### config.mk
export PLATFORM = sky130hd
export DESIGN_NAME = mem_stage_flat
export DESIGN_NICKNAME = d
export VERILOG_FILES = /design/src/rtl/mem_stage_if.sv /design/src/rtl/mem_stage.sv /design/src/flat_wrapper.sv
export SDC_FILE = /design/constraint.sdc
export NUM_CORES = 1
export LEC_CHECK = 0
export ABC_AREA = 1
export BUFFER_PORTS_ARGS = -buffer_cell sky130_fd_sc_hd__buf_2
export CORE_ASPECT_RATIO = 1.1
export CORE_MARGIN = 2
export CORE_UTILIZATION = 30
export CTS_BUF_LIST = sky130_fd_sc_hd__clkbuf_8 sky130_fd_sc_hd__clkbuf_16
export CTS_CLUSTER_SIZE = 14
export DETAILED_ROUTE_END_ITERATION = 7
export PLACE_DENSITY = 0.53
export SLEW_MARGIN = 20
export SYNTH_ARGS = -nofsm -noshare
export SYNTH_HDL_FRONTEND = slang
export SYNTH_SLANG_ARGS = --single-unit
### constraint.sdc
create_clock -name clk -period 18.9 [get_ports clk]
set_input_delay 0.945 -clock clk [delete_from_list [all_inputs] [get_ports clk]]
set_output_delay 0.945 -clock clk [all_outputs]
set_load 0.005 [all_outputs]
### src/rtl/mem_stage_if.sv
// Handshake and data bundle around the memory stage: upstream bus, data SRAM
// response, downstream bus and the decode bypass.
interface mem_stage_if #(
  parameter int ES_TO_MS_BUS_WD = 194,
  parameter int MS_TO_WS_BUS_WD = 155
);
  logic                       es_to_ms_valid;
  logic [ES_TO_MS_BUS_WD-1:0] es_to_ms_bus;
  logic                       ms_allowin;
  logic                       data_sram_data_ok;
  logic [31:0]                data_sram_rdata;
  logic                       ws_allowin;
  logic                       ws_cancel;
  logic                       ms_to_ws_valid;
  logic [MS_TO_WS_BUS_WD-1:0] ms_to_ws_bus;
  logic                       ms_fwd_valid;
  logic [4:0]                 ms_fwd_dest;
  logic [31:0]                ms_fwd_data;
  logic                       ms_fwd_blk;
  logic                       ms_has_ex;

  modport master (
    output es_to_ms_valid, es_to_ms_bus, data_sram_data_ok, data_sram_rdata,
           ws_allowin, ws_cancel,
    input  ms_allowin, ms_to_ws_valid, ms_to_ws_bus, ms_fwd_valid, ms_fwd_dest,
           ms_fwd_data, ms_fwd_blk, ms_has_ex
  );

  modport slave (
    input  es_to_ms_valid, es_to_ms_bus, data_sram_data_ok, data_sram_rdata,
           ws_allowin, ws_cancel,
    output ms_allowin, ms_to_ws_valid, ms_to_ws_bus, ms_fwd_valid, ms_fwd_dest,
           ms_fwd_data, ms_fwd_blk, ms_has_ex
  );
endinterface

### src/rtl/mem_stage.sv
// Memory pipeline stage: waits for the data SRAM response, aligns load data
// (including lwl/lwr merging) and discards responses of flushed requests.
module mem_stage #(
  parameter int ES_TO_MS_BUS_WD = 194,
  parameter int MS_TO_WS_BUS_WD = 155
) (
  input logic        clk,
  input logic        reset,
  mem_stage_if.slave ms_if
);

  logic                       r_ms_valid;
  logic [ES_TO_MS_BUS_WD-1:0] r_es_bus;
  logic                       r_data_got;
  logic [31:0]                r_data_buf;
  logic [1:0]                 r_discard_cnt;

  logic [81:0] w_pass;
  logic        w_ex;
  logic        w_eret;
  logic        w_res_from_cp0;
  logic        w_res_from_mem;
  logic [2:0]  w_load_op;
  logic [1:0]  w_addr_low;
  logic        w_req_issued;
  logic [31:0] w_rt_value;
  logic [3:0]  w_rf_we_in;
  logic [4:0]  w_dest;
  logic [31:0] w_alu_result;
  logic [31:0] w_pc;

  assign w_pass         = r_es_bus[193:112];
  assign w_ex           = r_es_bus[193];
  assign w_eret         = r_es_bus[154];
  assign w_res_from_cp0 = r_es_bus[112];
  assign w_res_from_mem = r_es_bus[111];
  assign w_load_op      = r_es_bus[110:108];
  assign w_addr_low     = r_es_bus[107:106];
  assign w_req_issued   = r_es_bus[105];
  assign w_rt_value     = r_es_bus[104:73];
  assign w_rf_we_in     = r_es_bus[72:69];
  assign w_dest         = r_es_bus[68:64];
  assign w_alu_result   = r_es_bus[63:32];
  assign w_pc           = r_es_bus[31:0];

  logic w_data_ok_live;
  logic w_ready_go;
  logic w_allowin;
  logic w_leave;
  logic w_capture;
  logic w_disc_inc;
  logic w_disc_dec;

  // A beat only belongs to this instruction once all stale beats are drained.
  assign w_data_ok_live = ms_if.data_sram_data_ok & (r_discard_cnt == 2'd0);
  assign w_ready_go     = ~w_req_issued | r_data_got | w_data_ok_live;
  assign w_allowin      = ~r_ms_valid | (w_ready_go & ms_if.ws_allowin);
  assign w_leave        = r_ms_valid & w_ready_go & ms_if.ws_allowin;
  assign w_capture      = w_data_ok_live & r_ms_valid & ~r_data_got;
  assign w_disc_inc     = ms_if.ws_cancel & r_ms_valid & w_req_issued &
                          ~r_data_got & ~w_data_ok_live;
  assign w_disc_dec     = ms_if.data_sram_data_ok & (r_discard_cnt != 2'd0);

  always_ff @(posedge clk) begin
    if (reset) begin
      r_ms_valid    <= 1'b0;
      r_data_got    <= 1'b0;
      r_discard_cnt <= 2'd0;
    end else begin
      if (ms_if.ws_cancel)
        r_ms_valid <= 1'b0;
      else if (w_allowin)
        r_ms_valid <= ms_if.es_to_ms_valid;

      if (ms_if.ws_cancel | w_leave)
        r_data_got <= 1'b0;
      else if (w_capture)
        r_data_got <= 1'b1;

      r_discard_cnt <= r_discard_cnt + {1'b0, w_disc_inc} - {1'b0, w_disc_dec};
    end
  end

  always_ff @(posedge clk) begin
    if (ms_if.es_to_ms_valid & w_allowin)
      r_es_bus <= ms_if.es_to_ms_bus;
    if (w_capture)
      r_data_buf <= ms_if.data_sram_rdata;
  end

  logic [31:0] w_load_data;
  logic [7:0]  w_byte;
  logic [15:0] w_half;
  logic [31:0] w_load_result;
  logic [3:0]  w_rf_we;

  assign w_load_data = r_data_got ? r_data_buf : ms_if.data_sram_rdata;
  assign w_half      = w_addr_low[1] ? w_load_data[31:16] : w_load_data[15:0];

  always_comb begin
    w_byte = w_load_data[7:0];
    case (w_addr_low)
      2'd0: w_byte = w_load_data[7:0];
      2'd1: w_byte = w_load_data[15:8];
      2'd2: w_byte = w_load_data[23:16];
      2'd3: w_byte = w_load_data[31:24];
      default: w_byte = w_load_data[7:0];
    endcase
  end

  // lwl/lwr merge memory bytes into rt and narrow the byte write enables.
  always_comb begin
    w_load_result = w_load_data;
    w_rf_we       = w_rf_we_in;
    case (w_load_op)
      3'd1: w_load_result = {{24{w_byte[7]}}, w_byte};
      3'd2: w_load_result = {24'd0, w_byte};
      3'd3: w_load_result = {{16{w_half[15]}}, w_half};
      3'd4: w_load_result = {16'd0, w_half};
      3'd5: begin
        case (w_addr_low)
          2'd0: begin w_load_result = {w_load_data[7:0],  w_rt_value[23:0]}; w_rf_we = 4'b1000; end
          2'd1: begin w_load_result = {w_load_data[15:0], w_rt_value[15:0]}; w_rf_we = 4'b1100; end
          2'd2: begin w_load_result = {w_load_data[23:0], w_rt_value[7:0]};  w_rf_we = 4'b1110; end
          default: begin w_load_result = w_load_data; w_rf_we = 4'b1111; end
        endcase
      end
      3'd6: begin
        case (w_addr_low)
          2'd0: begin w_load_result = w_load_data; w_rf_we = 4'b1111; end
          2'd1: begin w_load_result = {w_rt_value[31:24], w_load_data[31:8]};  w_rf_we = 4'b0111; end
          2'd2: begin w_load_result = {w_rt_value[31:16], w_load_data[31:16]}; w_rf_we = 4'b0011; end
          default: begin w_load_result = {w_rt_value[31:8], w_load_data[31:24]}; w_rf_we = 4'b0001; end
        endcase
      end
      default: w_load_result = w_load_data;
    endcase
  end

  logic [31:0]                w_final_result;
  logic [MS_TO_WS_BUS_WD-1:0] w_ms_to_ws_bus;

  assign w_final_result = w_res_from_mem ? w_load_result : w_alu_result;
  assign w_ms_to_ws_bus = {w_pass, w_rf_we, w_dest, w_final_result, w_pc};

  assign ms_if.ms_allowin     = w_allowin;
  assign ms_if.ms_to_ws_valid = r_ms_valid & w_ready_go & ~ms_if.ws_cancel;
  assign ms_if.ms_to_ws_bus   = w_ms_to_ws_bus;
  assign ms_if.ms_fwd_valid   = r_ms_valid & (w_rf_we != 4'd0);
  assign ms_if.ms_fwd_dest    = w_dest;
  assign ms_if.ms_fwd_data    = w_final_result;
  assign ms_if.ms_fwd_blk     = r_ms_valid & (w_res_from_cp0 | (w_res_from_mem & ~w_ready_go));
  assign ms_if.ms_has_ex      = r_ms_valid & (w_ex | w_eret);

endmodule

### src/flat_wrapper.sv
// flat-port wrapper written by rule: the top's interface ports become plain ports
module mem_stage_flat 
#(
  parameter int ES_TO_MS_BUS_WD = 194,
  parameter int MS_TO_WS_BUS_WD = 155
)
  (clk, reset, ms_if_es_to_ms_valid, ms_if_es_to_ms_bus, ms_if_data_sram_data_ok, ms_if_data_sram_rdata, ms_if_ws_allowin, ms_if_ws_cancel, ms_if_ms_allowin, ms_if_ms_to_ws_valid, ms_if_ms_to_ws_bus, ms_if_ms_fwd_valid, ms_if_ms_fwd_dest, ms_if_ms_fwd_data, ms_if_ms_fwd_blk, ms_if_ms_has_ex);
  mem_stage_if #(.ES_TO_MS_BUS_WD(ES_TO_MS_BUS_WD), .MS_TO_WS_BUS_WD(MS_TO_WS_BUS_WD)) ms_if_i ();
  input logic clk;
  input logic reset;
  input wire logic [$bits(ms_if_i.es_to_ms_valid)-1:0] ms_if_es_to_ms_valid;
  input wire logic [$bits(ms_if_i.es_to_ms_bus)-1:0] ms_if_es_to_ms_bus;
  input wire logic [$bits(ms_if_i.data_sram_data_ok)-1:0] ms_if_data_sram_data_ok;
  input wire logic [$bits(ms_if_i.data_sram_rdata)-1:0] ms_if_data_sram_rdata;
  input wire logic [$bits(ms_if_i.ws_allowin)-1:0] ms_if_ws_allowin;
  input wire logic [$bits(ms_if_i.ws_cancel)-1:0] ms_if_ws_cancel;
  output wire logic [$bits(ms_if_i.ms_allowin)-1:0] ms_if_ms_allowin;
  output wire logic [$bits(ms_if_i.ms_to_ws_valid)-1:0] ms_if_ms_to_ws_valid;
  output wire logic [$bits(ms_if_i.ms_to_ws_bus)-1:0] ms_if_ms_to_ws_bus;
  output wire logic [$bits(ms_if_i.ms_fwd_valid)-1:0] ms_if_ms_fwd_valid;
  output wire logic [$bits(ms_if_i.ms_fwd_dest)-1:0] ms_if_ms_fwd_dest;
  output wire logic [$bits(ms_if_i.ms_fwd_data)-1:0] ms_if_ms_fwd_data;
  output wire logic [$bits(ms_if_i.ms_fwd_blk)-1:0] ms_if_ms_fwd_blk;
  output wire logic [$bits(ms_if_i.ms_has_ex)-1:0] ms_if_ms_has_ex;
  assign ms_if_i.es_to_ms_valid = ms_if_es_to_ms_valid;
  assign ms_if_i.es_to_ms_bus = ms_if_es_to_ms_bus;
  assign ms_if_i.data_sram_data_ok = ms_if_data_sram_data_ok;
  assign ms_if_i.data_sram_rdata = ms_if_data_sram_rdata;
  assign ms_if_i.ws_allowin = ms_if_ws_allowin;
  assign ms_if_i.ws_cancel = ms_if_ws_cancel;
  assign ms_if_ms_allowin = ms_if_i.ms_allowin;
  assign ms_if_ms_to_ws_valid = ms_if_i.ms_to_ws_valid;
  assign ms_if_ms_to_ws_bus = ms_if_i.ms_to_ws_bus;
  assign ms_if_ms_fwd_valid = ms_if_i.ms_fwd_valid;
  assign ms_if_ms_fwd_dest = ms_if_i.ms_fwd_dest;
  assign ms_if_ms_fwd_data = ms_if_i.ms_fwd_data;
  assign ms_if_ms_fwd_blk = ms_if_i.ms_fwd_blk;
  assign ms_if_ms_has_ex = ms_if_i.ms_has_ex;
  mem_stage #(.ES_TO_MS_BUS_WD(ES_TO_MS_BUS_WD), .MS_TO_WS_BUS_WD(MS_TO_WS_BUS_WD)) u_core (.clk(clk), .reset(reset), .ms_if(ms_if_i));
endmodule
==> reports/results.ini, run 1 <==
[outcome]
outcome = finished clean

[finish]
post_route_cells_drive_above_1_share_pct = 34.7
finalNetCount = 1646
layout.cells.most_common_list = sky130_fd_sc_hd__buf_2, sky130_fd_sc_hd__nand2_1, sky130_fd_sc_hd__edfxtp_1
most_common_cell_after_layout_fill_and_taps_aside = sky130_fd_sc_hd__buf_2
finish.cell_count_without_fillers = 1929
areaGrowthSynthToFinish_pct = 21.6

[power]
ir_worst_vdd_v = 0.0000706
pwr-share-comb_pct = 13.4
total_power_mw = 1.30
swShare_pct = 25.1
clkPwrFrac_pct = 40.1
switching_power_mw = 0.327
power.density_cell_area_nw_per_um2 = 95.6
static-leakage-power_nw = 6.22
cellInternalPower_mw = 0.975
power_frac_seq_pct = 46.5

[synthesis]
register_bit_count_reported_by_yosys = 230
synth_top_flop_cell = sky130_fd_sc_hd__edfxtp_1
synth-edff-count = 226
mappedNetlistNets = 1372
post_synthesis_instance_area_um2 = 11200
async_reset_ff_share_pct = 0
postSynthCellCount = 1138
synthesis.area_per_instance_um2 = 9.84
ys_seq_area_share_pct = 61.3
ys.warnings.count = 0
synth_cell_types = 30

[cts]
post_cts_resized = 0
cts.clk_slew.worst_paths_ns = 0.06
max_h_tree_level = 1
cts-buffers-inserted = 26
clock-sinks = 230
clk_latency_ns = 0.54
post-cts-setup-buffer-count = 0
cts_root_buffer = sky130_fd_sc_hd__clkbuf_16
clockBufferDepth = 3
clock_tree_from_tritoncts = done
cts_hold_buf = 0

[routing]
dr.first_iter.drc_count = 484
post_drt_via_cell_ratio = 4.45
avgRoutedWirePerCell_um = 19.4
vias = 8590
drt_first_pass_iters = 5
detailed_route_wl_um = 37500
detail_route.drc_violations = 0
drtAntennaViolNets = 0

[die]
design.core.area_um2 = 36900
row_count = 74
initial_core_util_pct = 30.3
dieWidth_um = 188
die-height_um = 207
fp.dieArea_um2 = 38900
num_io_pins = 429

[place]
globalplace.congestion = 0.914
placed_cells_incl_taps = 1878
dpl.hpwl_um = 28600
port_buffers = 428

[critical_path]
register_to_register_setup_slack_ns = 15.50
setup.worst_path.end_class = output port
r2r_cells = 7
timing.setup.critical_path_class = register to output port
cp-start-kind = register
critical_path.reg2reg.startpoint = u_core.r_data_got$_SDFFE_PP0P_
timing.rr.end = u_core.r_es_bus[161]$_DFFE_PP_
arrival_ns = 3.20
crit_required_ns = 17.95
path_max_fanout = 32

[timing]
timing_max_transition_violations_final = 0
hold_violations = 0
clock_skew_ns = 0.00910
fin_crit_ns = 4.15
timing_worst_slew_pin_value_ns = 1.04
slew_headroom_pct = 30.5
finalSetupViolations = 0
total_negative_setup_slacks_ns = 0
rsz_0062_raised_after_global_routing = no
post-route-period-util_pct = 22.0
max_freq_ghz = 0.241

[grt]
antenna_found_initial = 11
maximum_number_of_pins_on_one_net_before_global_route_repair = 80
groute.usage.overall_pct = 18.7
global_route_wire_length_before_repair_um = 53600
grt_overflow = 0
grt_pass1_vias = 8601

[min_path]
worst_hold_startpoint = u_core.r_ms_valid$_SDFFE_PP0N_
hold-path-endpoint = u_core.r_data_got$_SDFFE_PP0P_
hp-class = register to register
holdPathStages = 1

[job]
max_cap_viol_count = 0

-- layout make-up --
| class | count | area [um^2] |
|---|---|---|
| diodes | 3 | 7.51 |
| clock buffers | 27 | 676 |
| clock inverters | 21 | 210 |
| fillers | 3788 | 23300 |
| inverters | 57 | 214 |
| multi-input cells | 657 | 2790 |
| flip-flops and latches | 230 | 6870 |
| well taps | 494 | 618 |
| repair buffers | 440 | 2230 |
-- per-stage QoR --
stage / setup slack, ns / cell area (um^2) / hold WS, ns / util, %
3_5_place_dp: 15.28 / 12700 / 0.541 / 34.4
5_1_grt: 14.46 / 13600 / 0.546 / 36.8
3_3_place_gp: 15.29 / 12700 / 0.537 / 34.4
2_1_floorplan: 8.82 / 11200 / 0.464 / -
6_report: 14.75 / 13600 / 0.552 / 36.9
4_1_cts: 14.68 / 13600 / 0.541 / 36.8
-- routing by layer --
metal  vias up  part of all wire, %  routed length [um]  GRT usage [%]
met5         -                 0.22                  81              0
met4        14                  3.3                1240           6.78
met3        74                  9.3                3470           6.12
met2       382                   50               18700           33.1
met1      3946                   37               14000           21.1
li1       4174                    -                   -              -
-- power by group through the flow --
stage | registers, mW | clock network, mW | logic [mW]
2_1_floorplan | 0.621 | 0 | 0.114
3_3_place_gp | 0.617 | 0 | 0.176
3_5_place_dp | 0.617 | 0 | 0.177
4_1_cts | 0.606 | 0.539 | 0.178
5_1_grt | 0.609 | 0.555 | 0.196
6_report | 0.606 | 0.522 | 0.174
-- state kept, by name, indices dropped and copies added, names as in the netlist --
register,flops
u_core.r_data_got,1
u_core.r_ms_valid,1
u_core.r_discard_cnt,2
u_core.r_data_buf,32
u_core.r_es_bus,194
-- worst max path at each step --
stage / from / endpoint / slack [ns] / depth (start not counted)
floorplan: ms_if_data_sram_data_ok / u_core.r_es_bus[0]$_DFFE_PP_ / 8.82 / 4
global placement: u_core.r_es_bus[107]$_DFFE_PP_ / ms_if_ms_fwd_data[7] / 15.29 / 9
detailed placement: u_core.r_es_bus[107]$_DFFE_PP_ / ms_if_ms_to_ws_bus[43] / 15.28 / 13
CTS: u_core.r_es_bus[107]$_DFFE_PP_ / ms_if_ms_to_ws_bus[43] / 14.68 / 13
global route: u_core.r_es_bus[107]$_DFFE_PP_ / ms_if_ms_fwd_data[11] / 14.46 / 13
finish: u_core.r_es_bus[107]$_DFFE_PP_ / ms_if_ms_to_ws_bus[43] / 14.75 / 13
-- synth_stat cells, drive strengths merged (2+ instances only) --
master    n  area share (%)
buf     179              12
and2      2            0.11
nor2     82             2.9
a21oi    41             1.8
ha        2            0.22
edfxtp  226              61
inv      57             1.9
nand4     6            0.34
o21ai    34             1.5
o211ai    3            0.20
dfxtp     4            0.71
o21a      2            0.13
nand2   400              13
nand3    65             2.9
nor3      2           0.089
a31oi    13            0.73
clkbuf   15            0.50
-- worst max-delay path: stages, from the launching register on --
cell and delay (ns):
sky130_fd_sc_hd__edfxtp_1 0.35, sky130_fd_sc_hd__buf_4 0.26, sky130_fd_sc_hd__inv_1 0.62, sky130_fd_sc_hd__nor2_2 0.04
sky130_fd_sc_hd__buf_4 0.25, sky130_fd_sc_hd__nand2_1 0.10, sky130_fd_sc_hd__nand2_1 0.06, sky130_fd_sc_hd__nor2_2 0.16
sky130_fd_sc_hd__nor2_1 0.10, sky130_fd_sc_hd__nor2_4 0.26, sky130_fd_sc_hd__nand3_1 0.11, sky130_fd_sc_hd__nand2_1 0.10
sky130_fd_sc_hd__nand2_1 0.07, sky130_fd_sc_hd__buf_2 0.15
-- cell families after synthesis --
group / count (synthesis) / synth area share [%]
AND/OR/NAND/NOR: 560 / 20.0
buffers and inverters: 251 / 13.9
flip-flops: 230 / 61.3
AO/OA/AOI/OAI: 94 / 4.48
adder cells (fa/ha/maj): 2 / 0.223
XOR/XNOR: 1 / 0.0782
(Power assumes the default switching activity.)
==> inputs of run 2 (changes only) <==
==> constraint.sdc (replaced) <==
create_clock -name clk -period 4.1 [get_ports clk]
set_input_delay 0.205 -clock clk [delete_from_list [all_inputs] [get_ports clk]]
set_output_delay 0.205 -clock clk [all_outputs]
set_load 0.005 [all_outputs]
==> run 2 against run 1 <==
  * Combinational power increased to 5.9 times the previous value
  * Global-route usage is 1.7 points higher
  * Via count rose by 12%
  * Flip-flop and latch count unchanged
  * Utilization is 6.5 points higher
  * Clock power rose to 4.4 times the previous value
  * Hold slack got worse by 0.39 ns
  * Setup slack got worse by 14 ns
  * Sequential power rose to 4.6 times the previous value
  * Critical endpoint is now ms_if_ms_to_ws_bus[56]
  * Largest cell class unchanged
  * Largest power group unchanged
==> reports/results.ini, run 2 (synthesized netlist as in run 1, its figures left out) <==
[outcome]
outcome = finished clean

[routing]
detail_route.drc_violations = 0
detailed_route_wl_um = 41100
vias = 9590
drt_first_pass_iters = 5
post_drt_via_cell_ratio = 4.43
avgRoutedWirePerCell_um = 19.0
dr.first_iter.drc_count = 762
drtAntennaViolNets = 0

[timing]
fin_crit_ns = 3.29
timing_max_transition_violations_final = 0
rsz_0062_raised_after_global_routing = no
hold_violations = 0
slew_headroom_pct = 32.2
post-route-period-util_pct = 80.3
finalSetupViolations = 0
max_freq_ghz = 0.304
timing_worst_slew_pin_value_ns = 1.02
clock_skew_ns = 0.0306
finalWorstSetupSlack_ns = 0.809
total_negative_setup_slacks_ns = 0

[grt]
groute.usage.overall_pct = 20.4
grt_pass1_vias = 9670
antenna_found_initial = 2
maximum_number_of_pins_on_one_net_before_global_route_repair = 71
grt_overflow = 0
global_route_wire_length_before_repair_um = 59200

[cts]
clockBufferDepth = 3
clock_tree_from_tritoncts = done
cts-buffers-inserted = 27
clock-sinks = 230
clk_latency_ns = 0.56
cts.clk_slew.worst_paths_ns = 0.06
cts_root_buffer = sky130_fd_sc_hd__clkbuf_16
max_h_tree_level = 1

[finish]
layout.cells.most_common_list = sky130_fd_sc_hd__buf_2, sky130_fd_sc_hd__nand2_1, sky130_fd_sc_hd__dlygate4sd3_1
largest_registers = u_core.r_es_bus: 194 flops, u_core.r_data_buf: 32 flops, u_core.r_discard_cnt: 2 flops
most_common_cell_after_layout_fill_and_taps_aside = sky130_fd_sc_hd__buf_2
post_route_cells_drive_above_1_share_pct = 30.3
fillCellCount = 3572
largest-register = u_core.r_es_bus
finalNetCount = 1885
areaGrowthSynthToFinish_pct = 42.9
largest_register_ff_count = 194

[critical_path]
crit_required_ns = 3.89
register_to_register_setup_slack_ns = 1.89
timing.setup.critical_path_class = register to output port
arrival_ns = 3.09
setup.worst_path.end_class = output port
path_max_fanout = 17
cp-start-kind = register

[power]
total_power_mw = 6.11
static-leakage-power_nw = 7.23
ir_worst_vdd_v = 0.000346
power.density_cell_area_nw_per_um2 = 382

[place]
dpl.hpwl_um = 30400
preCtsSetupSlack_ns = 1.44
port_buffers = 428
globalplace.congestion = 0.947

[job]
max_cap_viol_count = 0

[die]
die-height_um = 207
initial_core_util_pct = 30.3
num_io_pins = 429
row_count = 74
fp.dieArea_um2 = 38900
design.core.area_um2 = 36900
dieWidth_um = 188

[min_path]
hp-class = input port to register

run 2: layout make-up:
type	count	area (um^2)	share of cell area [%]
antenna	1	2.50	0.0156
clock buffer	27	676	4.22
clock inverter	22	161	1.01
inverter	57	214	1.34
multi-input combinational	657	2820	17.6
sequential	230	6870	42.9
tap	494	618	3.86
timing repair buffer	678	4650	29.0
run 2: timing repair:
action,4_1_cts,5_1_grt
gates resized for setup,0,0
endpoints found under the hold margin,230,0
hold buffers,231,0
setup buffers,0,0
run 2: path summary, 6_finish.rpt:
check | startpoint | endpoint | depth (start not counted)
worst max-delay path | u_core.r_es_bus[107]$_DFFE_PP_ | ms_if_ms_to_ws_bus[56] | 11
worst min-delay path | ms_if_ws_cancel | u_core.r_discard_cnt[0]$_SDFF_PP0_ | 6
worst max register to register | u_core.r_data_got$_SDFFE_PP0P_ | u_core.r_es_bus[127]$_DFFE_PP_ | 6
worst min register to register | u_core.r_discard_cnt[1]$_SDFF_PP0_ | u_core.r_discard_cnt[1]$_SDFF_PP0_ | 3
run 2: power breakdown:
part	switching [mW]	internal (mW)	total, mW
Clock	0.977	1.32	2.30
Combinational	0.560	0.458	1.02
Sequential	0.0515	2.75	2.80
run 2: worst max-delay path, stage by stage, from the launching register on:
cell,delay [ns]
sky130_fd_sc_hd__edfxtp_1,0.60
sky130_fd_sc_hd__inv_1,0.23
sky130_fd_sc_hd__buf_4,0.27
sky130_fd_sc_hd__nand2_1,0.09
sky130_fd_sc_hd__nand2_1,0.11
sky130_fd_sc_hd__nand2_1,0.40
sky130_fd_sc_hd__nand2_1,0.27
sky130_fd_sc_hd__nor2_1,0.16
sky130_fd_sc_hd__nand3_1,0.09
sky130_fd_sc_hd__nand2_1,0.09
sky130_fd_sc_hd__nand2_1,0.07
sky130_fd_sc_hd__buf_2,0.13
run 2: stage by stage:
step                      area [um^2]  hold slack, ns  std cells  util [%]
after detailed placement        12800           0.383       1885      34.8
after global placement          12800           0.381       1885      34.8
after CTS                       16000           0.130       2165      43.3
final                           16000           0.164       2166      43.3
after global routing            16000           0.209       2166      43.3
after floorplan                 11200           0.276       1138         -
run 2: per-layer routing:
metal / wire length, um / up-vias / track usage, %
met5: 16 / - / 0
met4: 1310 / 2 / 7.00
li1: - / 4651 / -
met1: 16000 / 4454 / 24.2
met2: 20800 / 421 / 37.0
met3: 3030 / 62 / 4.01
